**src/rtl/load_store_unit_pkg.sv**
```systemverilog
// Shared constants and bundles for the load/store unit.
// Imported by the align helper, the top and the bench.
package lsu_pkg;

   localparam logic [2:0] F3_B  = 3'b000;
   localparam logic [2:0] F3_H  = 3'b001;
   localparam logic [2:0] F3_W  = 3'b010;
   localparam logic [2:0] F3_BU = 3'b100;
   localparam logic [2:0] F3_HU = 3'b101;

   localparam logic [1:0] ST_IDLE = 2'd0;
   localparam logic [1:0] ST_REQ  = 2'd1;
   localparam logic [1:0] ST_DONE = 2'd2;

   localparam logic [1:0] FC_NONE     = 2'b00;
   localparam logic [1:0] FC_MISALIGN = 2'b01;
   localparam logic [1:0] FC_ILLEGAL  = 2'b10;
   localparam logic [1:0] FC_TIMEOUT  = 2'b11;

   typedef struct packed {
      logic [31:0] addr;
      logic [2:0]  f3;
      logic        write;
      logic [31:0] wdata;
      logic [3:0]  strb;
   } lsu_req_t;

endpackage

```
**src/rtl/load_store_unit_if.sv**
```systemverilog
// Data-bus handshake between the load/store unit and memory.
// BusRdata is valid in the same cycle BusReady is high.
interface load_store_unit_if;

   logic        BusValid;
   logic        BusWrite;
   logic [31:0] BusAddr;
   logic [31:0] BusWdata;
   logic [3:0]  BusStrb;
   logic        BusReady;
   logic [31:0] BusRdata;

   modport master (
      output BusValid,
      output BusWrite,
      output BusAddr,
      output BusWdata,
      output BusStrb,
      input  BusReady,
      input  BusRdata
   );

   modport slave (
      input  BusValid,
      input  BusWrite,
      input  BusAddr,
      input  BusWdata,
      input  BusStrb,
      output BusReady,
      output BusRdata
   );

endinterface

```
**src/rtl/load_store_unit_align.sv**
```systemverilog
// Byte-lane steering, access legality and load extension.
// Purely combinational; the top supplies request and reply sides.
module lsu_align
   import lsu_pkg::*;
(
   input  logic [1:0]  st_off,
   input  logic [2:0]  st_f3,
   input  logic        is_store,
   input  logic [31:0] wd,
   output logic [3:0]  strb,
   output logic [31:0] wdata,
   output logic        misaligned,
   output logic        illegal,
   input  logic [1:0]  ld_off,
   input  logic [2:0]  ld_f3,
   input  logic [31:0] rdata,
   output logic [31:0] ld_data
);

   logic [3:0]  lane_strb;
   logic [7:0]  ld_byte;
   logic [15:0] ld_half;
   logic        is_w;
   logic        is_h;
   logic        sx;

   // Decode size, check alignment, steer store lanes
   always_comb begin
      lane_strb  = 4'b0000;
      wdata      = wd;
      misaligned = 1'b0;
      illegal    = 1'b0;
      case (st_f3)
         F3_B: begin
            lane_strb = 4'b0001 << st_off;
            wdata     = {4{wd[7:0]}};
         end
         F3_H: begin
            lane_strb  = 4'b0011 << {st_off[1], 1'b0};
            wdata      = {2{wd[15:0]}};
            misaligned = st_off[0];
         end
         F3_W: begin
            lane_strb  = 4'b1111;
            misaligned = |st_off;
         end
         F3_BU: begin
            illegal = is_store;
         end
         F3_HU: begin
            illegal    = is_store;
            misaligned = st_off[0];
         end
         default: begin
            illegal = 1'b1;
         end
      endcase
      strb = is_store ? lane_strb : 4'b0000;
   end

   // Pick the addressed lane and extend it to 32 bits
   always_comb begin
      ld_byte = rdata[{ld_off, 3'b000} +: 8];
      ld_half = ld_off[1] ? rdata[31:16] : rdata[15:0];
      is_w    = (ld_f3[1:0] == 2'b10);
      is_h    = (ld_f3[1:0] == 2'b01);
      sx      = ~ld_f3[2];
      ld_data = {{24{sx & ld_byte[7]}}, ld_byte};
      unique case (1'b1)
         is_w:    ld_data = rdata;
         is_h:    ld_data = {{16{sx & ld_half[15]}}, ld_half};
         default: ld_data = {{24{sx & ld_byte[7]}}, ld_byte};
      endcase
   end

endmodule

```
**src/rtl/load_store_unit.sv**
```systemverilog
// Memory stage: one bus transaction per load/store,
// stalling the core until the access completes or aborts.
module load_store_unit
   import lsu_pkg::*;
#(
   parameter int unsigned TIMEOUT = 16
) (
   input  logic                clk,
   input  logic                rst,
   input  logic [31:0]         ALUResult,
   input  logic [31:0]         WriteData,
   input  logic [2:0]          funct3,
   input  logic                MemRead,
   input  logic                MemWrite,
   output logic [31:0]         ReadData,
   output logic                Stall,
   output logic                Fault,
   output logic [1:0]          FaultCause,
   load_store_unit_if.master   bus
);

   localparam int CW =
      (TIMEOUT < 2) ? 1 : $clog2(TIMEOUT + 1);
   localparam logic [CW-1:0] CNT_LAST =
      CW'(TIMEOUT - 1);

   logic [1:0]    state_q, state_d;
   lsu_req_t      req_q, req_d;
   logic [CW-1:0] cnt_q, cnt_d;
   logic [31:0]   rdata_q, rdata_d;
   logic          fault_q, fault_d;
   logic [1:0]    cause_q, cause_d;

   logic [3:0]    al_strb;
   logic [31:0]   al_wdata;
   logic          al_mis;
   logic          al_ill;
   logic [31:0]   al_ld;
   logic          any_req;
   logic          both_req;

   lsu_align u_align (
      .st_off     (ALUResult[1:0]),
      .st_f3      (funct3),
      .is_store   (MemWrite),
      .wd         (WriteData),
      .strb       (al_strb),
      .wdata      (al_wdata),
      .misaligned (al_mis),
      .illegal    (al_ill),
      .ld_off     (req_q.addr[1:0]),
      .ld_f3      (req_q.f3),
      .rdata      (bus.BusRdata),
      .ld_data    (al_ld)
   );

   assign any_req  = MemRead | MemWrite;
   assign both_req = MemRead & MemWrite;

   // Next-state, request latch, timeout and fault logic
   always_comb begin
      state_d = state_q;
      req_d   = req_q;
      cnt_d   = cnt_q;
      rdata_d = rdata_q;
      fault_d = 1'b0;
      cause_d = cause_q;
      case (state_q)
         ST_IDLE: begin
            if (any_req) begin
               if (both_req || al_ill) begin
                  fault_d = 1'b1;
                  cause_d = FC_ILLEGAL;
                  state_d = ST_DONE;
               end else if (al_mis) begin
                  fault_d = 1'b1;
                  cause_d = FC_MISALIGN;
                  state_d = ST_DONE;
               end else begin
                  req_d.addr  = ALUResult;
                  req_d.f3    = funct3;
                  req_d.write = MemWrite;
                  req_d.wdata = al_wdata;
                  req_d.strb  = al_strb;
                  cnt_d       = '0;
                  state_d     = ST_REQ;
               end
            end
         end
         ST_REQ: begin
            if (bus.BusReady) begin
               if (!req_q.write) begin
                  rdata_d = al_ld;
               end
               state_d = ST_DONE;
            end else if (TIMEOUT != 0 &&
                         cnt_q == CNT_LAST) begin
               fault_d = 1'b1;
               cause_d = FC_TIMEOUT;
               rdata_d = '0;
               state_d = ST_DONE;
            end else begin
               cnt_d = cnt_q + CW'(1);
            end
         end
         ST_DONE: begin
            state_d = ST_IDLE;
         end
         default: begin
            state_d = ST_IDLE;
         end
      endcase
   end

   // State and output registers with synchronous reset
   always_ff @(posedge clk) begin
      if (rst) begin
         state_q <= ST_IDLE;
         req_q   <= '0;
         cnt_q   <= '0;
         rdata_q <= '0;
         fault_q <= 1'b0;
         cause_q <= FC_NONE;
      end else begin
         state_q <= state_d;
         req_q   <= req_d;
         cnt_q   <= cnt_d;
         rdata_q <= rdata_d;
         fault_q <= fault_d;
         cause_q <= cause_d;
      end
   end

   assign ReadData   = rdata_q;
   assign Fault      = fault_q;
   assign FaultCause = cause_q;
   assign Stall      =
      ((state_q == ST_IDLE) & any_req) |
      (state_q == ST_REQ);

   assign bus.BusValid = (state_q == ST_REQ);
   assign bus.BusWrite = req_q.write;
   assign bus.BusAddr  = {req_q.addr[31:2], 2'b00};
   assign bus.BusWdata = req_q.wdata;
   assign bus.BusStrb  = req_q.strb;

endmodule

```
**src/flat_wrapper.sv**
```systemverilog
// flat-port wrapper written by rule: the top's interface ports become plain ports
module load_store_unit_flat import lsu_pkg::*;
#(
   parameter int unsigned TIMEOUT = 16
)
  (clk, rst, ALUResult, WriteData, funct3, MemRead, MemWrite, ReadData, Stall, Fault, FaultCause, bus_BusValid, bus_BusWrite, bus_BusAddr, bus_BusWdata, bus_BusStrb, bus_BusReady, bus_BusRdata);
  load_store_unit_if bus_i ();
  input  logic clk;
  input  logic rst;
  input  logic [31:0] ALUResult;
  input  logic [31:0] WriteData;
  input  logic [2:0] funct3;
  input  logic MemRead;
  input  logic MemWrite;
  output logic [31:0] ReadData;
  output logic Stall;
  output logic Fault;
  output logic [1:0] FaultCause;
  output wire logic [$bits(bus_i.BusValid)-1:0] bus_BusValid;
  output wire logic [$bits(bus_i.BusWrite)-1:0] bus_BusWrite;
  output wire logic [$bits(bus_i.BusAddr)-1:0] bus_BusAddr;
  output wire logic [$bits(bus_i.BusWdata)-1:0] bus_BusWdata;
  output wire logic [$bits(bus_i.BusStrb)-1:0] bus_BusStrb;
  input wire logic [$bits(bus_i.BusReady)-1:0] bus_BusReady;
  input wire logic [$bits(bus_i.BusRdata)-1:0] bus_BusRdata;
  assign bus_BusValid = bus_i.BusValid;
  assign bus_BusWrite = bus_i.BusWrite;
  assign bus_BusAddr = bus_i.BusAddr;
  assign bus_BusWdata = bus_i.BusWdata;
  assign bus_BusStrb = bus_i.BusStrb;
  assign bus_i.BusReady = bus_BusReady;
  assign bus_i.BusRdata = bus_BusRdata;
  load_store_unit #(.TIMEOUT(TIMEOUT)) u_core (.clk(clk), .rst(rst), .ALUResult(ALUResult), .WriteData(WriteData), .funct3(funct3), .MemRead(MemRead), .MemWrite(MemWrite), .ReadData(ReadData), .Stall(Stall), .Fault(Fault), .FaultCause(FaultCause), .bus(bus_i));
endmodule
```
**config.mk**
```make
export PLATFORM = sky130hd
export DESIGN_NAME = load_store_unit_flat
export DESIGN_NICKNAME = d
export VERILOG_FILES = /design/src/rtl/load_store_unit_pkg.sv /design/src/rtl/load_store_unit_if.sv /design/src/rtl/load_store_unit_align.sv /design/src/rtl/load_store_unit.sv /design/src/flat_wrapper.sv
export SDC_FILE = /design/constraint.sdc
export NUM_CORES = 1
export LEC_CHECK = 0
export ABC_AREA = 1
export BUFFER_PORTS_ARGS = -buffer_cell sky130_fd_sc_hd__buf_2
export CAP_MARGIN = 15
export CORE_UTILIZATION = 40
export DETAILED_ROUTE_END_ITERATION = 8
export GPL_TIMING_DRIVEN = 0
export HOLD_SLACK_MARGIN = 0.03
export MAX_ROUTING_LAYER = met4
export PLACE_DENSITY = 0.63
export SLEW_MARGIN = 20
export SYNTH_ARGS = -nofsm -noshare
export SYNTH_HDL_FRONTEND = slang
export SYNTH_SLANG_ARGS = --single-unit
```
**constraint.sdc**
```tcl
create_clock -name clk -period 3.03 [get_ports clk]
set_clock_uncertainty 0.05 [all_clocks]
set_input_delay 0.1515 -clock clk [delete_from_list [all_inputs] [get_ports clk]]
set_output_delay 0.1515 -clock clk [all_outputs]
set_load 0.01 [all_outputs]
```
==> out/results.ini, run 1 <==
[clocking]
cts_tree=done
insertion_delay_ps=410
holdBufCountCts=43
post_cts_buffers=0
ctsLongestPathBuffers=2
cts_inserted_buffers=17
cts.clk_slew.worst_paths_ps=50
post_cts_resized=0
h-tree-depth=4
ctsRootBufferMaster=clkbuf_16
cts.sinks=114

[floorplan]
dieWidth_um=124
start_util_pct=40.9
die_h_um=124
io_pins=210
dieArea_um2=15300
core_area_um2=14500
num_rows=44

[logic_synthesis]
synth_area_leaders=dfxtp_1 (38%), nor2_1 (11%), nand2_1 (11%)
yosysWarnings=0
ys.flop_type=dfxtp_1
ys_types=25
syn_area_um2=5940
synthCells=897
syn_avg_cell_area_um2=6.62
synth_top_cell_by_area=dfxtp_1
synth_edf_count=0
async_flop_share_pct=0
yosysSeqAreaShare_pct=38.4
ys_ff_latch=114
yosysTopAreaCellShare_pct=38.4

[setup_path]
cp_max_fo=10
cp_data_required_time_ps=3320
worstPathCellList=inv_1, ha_1, clkbuf_1, inv_1, a21oi_1, nand2_1, nand2_1, nand2_1, a21oi_1
cp_top_family=compound AO/OA/AOI/OAI gates
worst-path-buf-inv=3
worst_path_max_delay_cell=a21oi_1
worst_setup_path_start_kind=register
worstSetupPathType=register to register
max_stage_delay_ps=500
crit_arrival_ps=2510
cpMostUsedCell=nand2_1
crit_path_end_kind=register

[timing]
fin_crit_sh_pct=73.4
fin_crit_ps=2220
setup-tns-final_ps=0
rsz0062_at_grt=no
relSlewSlack_pct=62.3
setup_viol=0
hold_violations=0
slew_violations=0
worst_slew_pin_slew_ps=560
max_freq_mhz=449

[power_and_ir_drop]
ir_worst_vdd_uv=483
power.density_nw_per_um2=606
leakagePower_nw=4.15

[routing]
drt_wl_total_mm=18.0
wl_per_cell_um=13.2
vias=6330
drt_iter0_markers=414
drtAntennaViolNets=0
drtPass1Iterations=7
via_per_inst=4.65
route.detailed.drc=0

[placement]
numPortBuffers=204
dp_hpwl_mm=13.3
gp_congestion=0.875

[finish]
diodes=0
final_util_pct=56.7
layout_common_cells=buf_2 (217), nor2_1 (170), nand2_1 (169), dfxtp_1 (114), a21oi_1 (93)
drive_gt1_share_pct=28.5
final_nets=1272
layout_commonest_cell=buf_2
syn2layout_area_growth_pct=38.7

[global_routing]
antenna_found_initial=0
track_usage_pct=24.5
grt_overflow=0
grt_pass1_wl_mm=27.7
grt_max_degree=17
grt_pass1_vias=5647

[worst_hold_path]
hp-class=input port to register

[status]
status=complete, no violations

[job]
maxCapViolCount=0

## through the flow
stage          power, mW  cell area (um2)  hold slack (ps)  instances  setup slack (ps)
2_1_floorplan       2.51             5940              250        898              1280
3_3_place_gp        2.89             7190              343       1286               845
3_5_place_dp        2.89             7190              349       1286               841
4_1_cts             5.03             8240             69.3       1361               817
5_1_grt             5.27             8240             77.9       1361               587
6_report            4.99             8240             73.3       1361               805
## flip-flops by register name (all words and copies together) (netlist names)
register             count
u_core.ReadData         32
u_core.bus.BusWdata     32
u_core.bus.BusAddr      30
u_core.cnt_q             5
u_core.req_q             5
u_core.bus.BusStrb       4
u_core.FaultCause        2
u_core.state_q           2
u_core.Fault             1
u_core.bus.BusWrite      1
## where the power goes
part	switching [mW]	leakage (nW)	internal, mW
Clock	0.706	0.302	1.37
Sequential	0.0795	0.931	1.65
Combinational	0.677	2.92	0.512
## final timing paths
check                                     startpoint                    to  slack (ps)  cells past startpoint
worst max-delay path                u_core.req_q[37]    u_core.ReadData[1]         810                      9
worst min-delay path                    bus_BusReady     u_core.state_q[1]          70                      3
worst max register to register      u_core.req_q[37]    u_core.ReadData[1]         810                      9
worst min register to register  u_core.FaultCause[0]  u_core.FaultCause[0]         400                      2
## worst min-delay path, stage by stage
cell and delay [ps]:
buf_2 110, o31ai_1 80, nor3_1 150
## per-layer routing
| layer | track usage [%] | wire length [um] |
|---|---|---|
| met1 | 31.3 | 8590 |
| met2 | 38.4 | 8330 |
| met3 | 4.99 | 853 |
| met4 | 7.91 | 255 |
| met5 | - | 0 |
## synthesized netlist by cell type, types with 5 or more instances
cell type,instances
a22oi_1,8
a21oi_1,93
inv_1,74
o21ai_1,14
o21ai_0,84
buf_4,75
nor3_1,5
dfxtp_1,114
nand4_1,8
o21bai_1,8
nand3_1,14
nor2_1,170
clkbuf_1,29
nand2_1,169
buf_2,13
## cell type report
type	count	area (um2)
fill	1514	6290
multi-input combinational	587	2620
sequential	114	2280
timing repair buffer	247	1450
buffer	119	747
clock buffer	22	484
inverter	78	293
tap	184	230
clock inverter	10	130
## kinds of logic (layout without fill, tap and decap cells)
group	after synthesis	in the layout	share of synthesized area, %
fa+ha+maj	4	4	0.843
buf+inv	197	476	17.5
simple gates	373	373	24.9
compound gates	208	208	18.2
flops	114	114	38.4
other cells	1	2	0.0631
Note: power is estimated with default switching activity, not from simulation.
==> run 2, diff against run 1 <==
==> constraint.sdc (replaced) <==
create_clock -name clk -period 2.34 [get_ports clk]
set_clock_uncertainty 0.05 [all_clocks]
set_input_delay 0.117 -clock clk [delete_from_list [all_inputs] [get_ports clk]]
set_output_delay 0.117 -clock clk [all_outputs]
set_load 0.01 [all_outputs]
==> run 2 against run 1 <==
Effect of this change: clock-buffer cell count did not move; non-clock buffer count unchanged; hold slack worse by 30 ps; sequential cell count unchanged; combinational power rose by 29%; via count fell by 0.25%; routed wire length barely moved; clock power grew 29%; setup slack worse by 560 ps; critical path depth is 1 lower; sequential power rose by 30%.
==> out/results.ini, run 2 (synthesis results as in run 1) <==
[routing]
route.detailed.drc=0  ; unchanged
wl_per_cell_um=13.3  ; was 13.2 um
via_per_inst=4.64  ; was 4.65
drtPass1Iterations=7  ; unchanged
drt_iter0_markers=421  ; was 414
vias=6314  ; was 6,330
drt_wl_total_mm=18.0  ; about the same
drtAntennaViolNets=0  ; unchanged

[finish]
final.fill_count=1514  ; unchanged
regArea_um2=2280  ; unchanged
final_nets=1272  ; unchanged
diodes=0  ; unchanged
final_util_pct=56.7  ; about the same
layout_common_cells=buf_2 (217), nor2_1 (170), nand2_1 (169), dfxtp_1 (114), a21oi_1 (92)  ; was buf_2 (217), nor2_1 (170), nand2_1 (169), dfxtp_1 (114), a21oi_1 (93)
syn2layout_area_growth_pct=38.8  ; was 38.7%
multi_input_area_um2=2630  ; was 2620 um2
layout_commonest_cell=buf_2  ; unchanged
drive_gt1_share_pct=28.5  ; about the same

[setup_path]
crit_path_start=u_core.req_q[37]  ; unchanged
cp_max_fo=10  ; unchanged
crit_path_end_kind=register  ; unchanged
worst_setup_path_start_kind=register  ; unchanged
cp_data_required_time_ps=2620  ; was 3320 ps
crit_arrival_ps=2370  ; was 2510 ps
r2r_slack_ps=250  ; was 810 ps
worst_r2r_endpoint=u_core.ReadData[26]  ; was u_core.ReadData[1]
r2r-start=u_core.req_q[37]  ; unchanged
worstSetupPathType=register to register  ; unchanged
rr_worst_depth=8  ; was 9
endpoint=u_core.ReadData[26]  ; was u_core.ReadData[1]

[placement]
numPortBuffers=204  ; unchanged
dp_hpwl_mm=13.3  ; unchanged
gp_congestion=0.875  ; unchanged

[timing]
fin_crit_sh_pct=89.3  ; was 73.4%
worst_slew_pin_slew_ps=560  ; about the same
fin_crit_ps=2090  ; was 2220 ps
setup_viol=0  ; unchanged
slew_violations=0  ; unchanged
rsz0062_at_grt=no  ; unchanged
relSlewSlack_pct=62.3  ; about the same
max_freq_mhz=478  ; was 449 MHz
setup-tns-final_ps=0  ; unchanged
hold_violations=0  ; unchanged

[clocking]
post_cts_buffers=0  ; unchanged
h-tree-depth=4  ; unchanged
cts.clk_slew.worst_paths_ps=50  ; about the same
ctsRootBufferMaster=clkbuf_16  ; unchanged
ctsLongestPathBuffers=2  ; unchanged
cts.sinks=114  ; unchanged
insertion_delay_ps=410  ; about the same
cts_tree=done  ; unchanged
cts_inserted_buffers=17  ; unchanged

[power_and_ir_drop]
p_int_mw=4.57  ; was 3.53 mW
p_switching_mw=1.89  ; was 1.46 mW
p_comb_share_pct=23.9  ; was 23.8%
p_clk_share_pct=41.6  ; about the same
ir_worst_vdd_uv=626  ; was 483 uV
p_seq_share_pct=34.6  ; about the same
switching_share_pct=29.3  ; about the same
leakagePower_nw=4.15  ; about the same
power.density_nw_per_um2=784  ; was 606 nW/um2

[global_routing]
grt_pass1_wl_mm=27.7  ; unchanged
antenna_found_initial=0  ; unchanged
grt_max_degree=17  ; unchanged
grt_overflow=0  ; unchanged
grt_pass1_vias=5647  ; unchanged
track_usage_pct=24.5  ; unchanged

[floorplan]
io_pins=210  ; unchanged
die_h_um=124  ; unchanged
num_rows=44  ; unchanged
core_area_um2=14500  ; unchanged
start_util_pct=40.9  ; unchanged
dieArea_um2=15300  ; unchanged
dieWidth_um=124  ; unchanged

[worst_hold_path]
hp-class=input port to register  ; unchanged

[status]
status=complete, no violations  ; unchanged

[job]
maxCapViolCount=0  ; unchanged

-- run 2: cell counts in the layout (fill, tap and decap cells not counted) --
Identical to the previous run, type by type.
-- run 2: layout make-up --
class	count	area share (%)
Clock buffer	22	5.87
Sequential cell	114	27.7
Timing Repair Buffer	247	17.6
Clock inverter	10	1.58
Tap cell	184	2.79
Multi-Input combinational cell	587	31.8
Buffer	119	9.06
Inverter	78	3.55
-- run 2: worst min-delay path by stage --
stage,startpoint,endpoint,slack (ps),depth (start not counted)
after floorplan,ALUResult[11],u_core.bus.BusAddr[11],220,2
after global placement,ALUResult[11],u_core.bus.BusAddr[11],310,3
after detailed placement,ALUResult[8],u_core.bus.BusAddr[8],310,3
after CTS,bus_BusReady,u_core.state_q[1],30,3
after global routing,bus_BusReady,u_core.state_q[1],40,3
final,bus_BusReady,u_core.state_q[1],40,3
-- run 2: critical path: stages (launching register included) --
cell and delay (ps):
dfxtp_1 380, inv_1 60, ha_1 290, clkbuf_1 360
clkbuf_1 410, a21oi_1 90, a21oi_1 180, nand2_1 80
a21oi_1 120
-- run 2: stage by stage --
step	std cells	cell area (um2)	hold slack (ps)	power [mW]	setup WS [ps]
after floorplan	898	5940	216	3.25	595
after global placement	1286	7190	309	3.74	155
after detailed placement	1286	7190	314	3.74	151
after CTS	1361	8240	34.8	6.51	127
after global routing	1361	8240	43.4	6.82	42.2
final	1361	8240	42.8	6.46	250
-- run 2: timing repair --
item                                   in CTS  in global routing
hold buffers                               43                  0
endpoints found under the hold margin      47                  0
resized for setup                           0                  1
setup endpoints to repair                   0                  7
-- run 2: layer usage --
layer	vias to the layer above	routed length, um	track usage, %
met5	-	0	-
met2	181	8370	38.4
li1	3321	-	-
met1	2795	8610	31.3
met3	17	855	4.99
met4	0	204	7.91
-- run 2: power by group through the flow --
stage	Sequential [mW]	Clock [mW]	Combinational, mW
2_1_floorplan	2.27	0	0.982
3_3_place_gp	2.27	0	1.47
3_5_place_dp	2.27	0	1.47
4_1_cts	2.23	2.74	1.54
5_1_grt	2.26	2.83	1.74
6_report	2.23	2.69	1.54
==> run 3, diff against run 2 <==
--- a/config.mk
+++ b/config.mk
@@ -8,6 +8,7 @@
 export ABC_AREA = 1
 export BUFFER_PORTS_ARGS = -buffer_cell sky130_fd_sc_hd__buf_2
 export CAP_MARGIN = 15
+export CORE_ASPECT_RATIO = 0.7
 export CORE_UTILIZATION = 40
 export DETAILED_ROUTE_END_ITERATION = 8
 export GPL_TIMING_DRIVEN = 0
==> run 3 against run 2 <==
Effect of this change: combinational power about the same; final cell count is 0.44% higher; first-iteration DRC count down 14%; critical endpoint is now u_core.ReadData[10]; highest routed layer unchanged.
==> out/results.ini, run 3 (synthesis results as in run 1) <==
[status]
status=complete, no violations  ; unchanged

[floorplan]
core_area_um2=14200  ; was 14,500 um2
dieWidth_um=148  ; was 124 um
dieArea_um2=15300  ; about the same
die_h_um=104  ; was 124 um
io_pins=210  ; unchanged
start_util_pct=41.9  ; was 40.9%
num_rows=36  ; was 44

[worst_hold_path]
hp-class=input port to register  ; unchanged
hold_start=bus_BusReady  ; unchanged
min_to=u_core.state_q[1]  ; unchanged
holdPathStages=3  ; unchanged

[power_and_ir_drop]
p_clk_share_pct=43.6  ; was 41.6%
power.density_nw_per_um2=811  ; was 784 nW/um2
switching_share_pct=29.1  ; was 29.3%
p_switching_mw=1.96  ; was 1.89 mW
p_seq_share_pct=33.1  ; was 34.6%
ir_worst_vdd_uv=507  ; was 626 uV
leakagePower_nw=4.17  ; was 4.15 nW
p_comb_share_pct=23.3  ; was 23.9%
finalPower_mw=6.73  ; was 6.46 mW
p_int_mw=4.77  ; was 4.57 mW

[timing]
layout_setup_ws_ps=233  ; was 250 ps
fin_crit_ps=2110  ; was 2090 ps
setup-tns-final_ps=0  ; unchanged
slew_violations=0  ; unchanged
max_freq_mhz=475  ; was 478 MHz
setup_viol=0  ; unchanged
relSlewSlack_pct=62.1  ; was 62.3%
hold_violations=0  ; unchanged
holdWs_ps=72.0  ; was 42.8 ps
fin_crit_sh_pct=90.1  ; was 89.3%
rsz0062_at_grt=no  ; unchanged
worst_slew_pin_slew_ps=562  ; was 560 ps

[finish]
final_nets=1271  ; was 1,272
final.fill_count=1368  ; was 1,514
layout_commonest_cell=buf_2  ; unchanged
syn2layout_area_growth_pct=39.9  ; was 38.8%
regArea_um2=2280  ; unchanged
multi_input_area_um2=2630  ; unchanged
stdcell_area_um2=8310  ; was 8240 um2
layout_common_cells=buf_2 (217), nor2_1 (170), nand2_1 (169), dfxtp_1 (114), a21oi_1 (92)  ; unchanged
drive_gt1_share_pct=28.9  ; was 28.5%

[routing]
drtAntennaViolNets=0  ; unchanged
drtPass1Iterations=5  ; was 7
route.detailed.drc=0  ; unchanged
via_per_inst=4.70  ; was 4.64
wl_per_cell_um=13.6  ; was 13.3 um
drt_wl_total_mm=18.6  ; was 18.0 mm
drt_iter0_markers=360  ; was 421
vias=6424  ; was 6,314

[global_routing]
grt_overflow=0  ; unchanged
grt_pass1_vias=5720  ; was 5,647
grt_pass1_wl_mm=29.4  ; was 27.7 mm
track_usage_pct=25.1  ; was 24.5%
grt_max_degree=17  ; unchanged
antenna_found_initial=1  ; was 0

[job]
maxCapViolCount=0  ; unchanged

[clocking]
cts_tree=done  ; unchanged
h-tree-depth=4  ; unchanged
cts.clk_slew.worst_paths_ps=50  ; about the same
ctsLongestPathBuffers=2  ; unchanged
insertion_delay_ps=410  ; about the same
ctsRootBufferMaster=clkbuf_16  ; unchanged
cts_inserted_buffers=17  ; unchanged
cts.sinks=114  ; unchanged

[setup_path]
worst_r2r_endpoint=u_core.ReadData[10]  ; was u_core.ReadData[26]
r2r_slack_ps=230  ; was 250 ps
rr_worst_depth=10  ; was 8
worst_setup_path_start_kind=register  ; unchanged
cp_max_fo=10  ; unchanged
crit_arrival_ps=2390  ; was 2370 ps
crit_path_end_kind=register  ; unchanged
worstSetupPathType=register to register  ; unchanged
cp_data_required_time_ps=2630  ; was 2620 ps
r2r-start=u_core.cnt_q[0]  ; was u_core.req_q[37]
crit_path_start=u_core.cnt_q[0]  ; was u_core.req_q[37]

[placement]
placed_cell_area_um2=7200  ; was 7190 um2
numPortBuffers=204  ; unchanged
gp_congestion=0.918  ; was 0.875
pre_cts_ws_ps=173  ; was 151 ps
dp_hpwl_mm=13.8  ; was 13.3 mm

run 3: changes by cell type in the layout (fill, tap and decap cells not counted), sizes merged:
cell | previous run | this run
clkinv | 5 | 2
clkinvlp | 2 | 4
inv | 78 | 79
clkbuf | 53 | 50
bufinv | 3 | 5
diode | 0 | 1
run 3: routing by layer:
| metal | routed length (um) | vias up | part of all wire [%] | track usage (%) |
|---|---|---|---|---|
| met2 | 7530 | 242 | 41 | 34.2 |
| met4 | 162 | 0 | 0.87 | 7.22 |
| met3 | 1500 | 13 | 8.1 | 5.75 |
| li1 | - | 3326 | - | - |
| met5 | 0 | - | 0 | - |
| met1 | 9370 | 2843 | 50 | 36.5 |
run 3: critical path, stage by stage (launching register included):
cell,delay [ps]
dfxtp_1,350
ha_1,230
nand2_1,80
nor2_1,40
ha_1,190
inv_1,80
a21oi_1,90
o21ai_1,270
clkbuf_1,400
nand2_1,90
a21oi_1,160
run 3: layout make-up:
type                    instances  area share, %
multi-input cells             587           31.6
flip-flops and latches        114           27.5
repair buffers                247           17.5
plain buffers                 118           8.99
clock buffers                  20           5.62
inverters                      78           3.52
well taps                     190           2.86
clock inverters                12           2.44
diodes                          1         0.0301
run 3: how the worst max path moves through the flow:
stage / slack (ps) / cells after the start / to
finish: 230 / 10 / u_core.ReadData[10]
global route: 20 / 10 / u_core.ReadData[6]
CTS: 150 / 9 / u_core.ReadData[1]
detailed placement: 170 / 9 / u_core.ReadData[1]
global placement: 170 / 9 / u_core.ReadData[1]
floorplan: 590 / 9 / u_core.ReadData[0]
run 3: power by group through the flow:
stage	clock, mW	sequential [mW]	combinational (mW)
6_report	2.93	2.23	1.57
5_1_grt	3.06	2.25	1.75
4_1_cts	2.98	2.23	1.55
3_5_place_dp	0	2.27	1.48
3_3_place_gp	0	2.27	1.49
2_1_floorplan	0	2.27	0.982
run 3: repair_timing:
| item | CTS | global route |
|---|---|---|
| setup endpoints to repair | 0 | 12 |
| gates resized for setup | 0 | 7 |
| hold endpoints to repair | 46 | 0 |
| hold buffers | 43 | 0 |
| buffers inserted | 0 | 0 |
run 3: per-stage QoR:
stage	instances	utilization, %
2_1_floorplan	898	-
3_3_place_gp	1292	50.8
3_5_place_dp	1292	50.8
4_1_cts	1367	58.5
5_1_grt	1367	58.6
6_report	1367	58.6
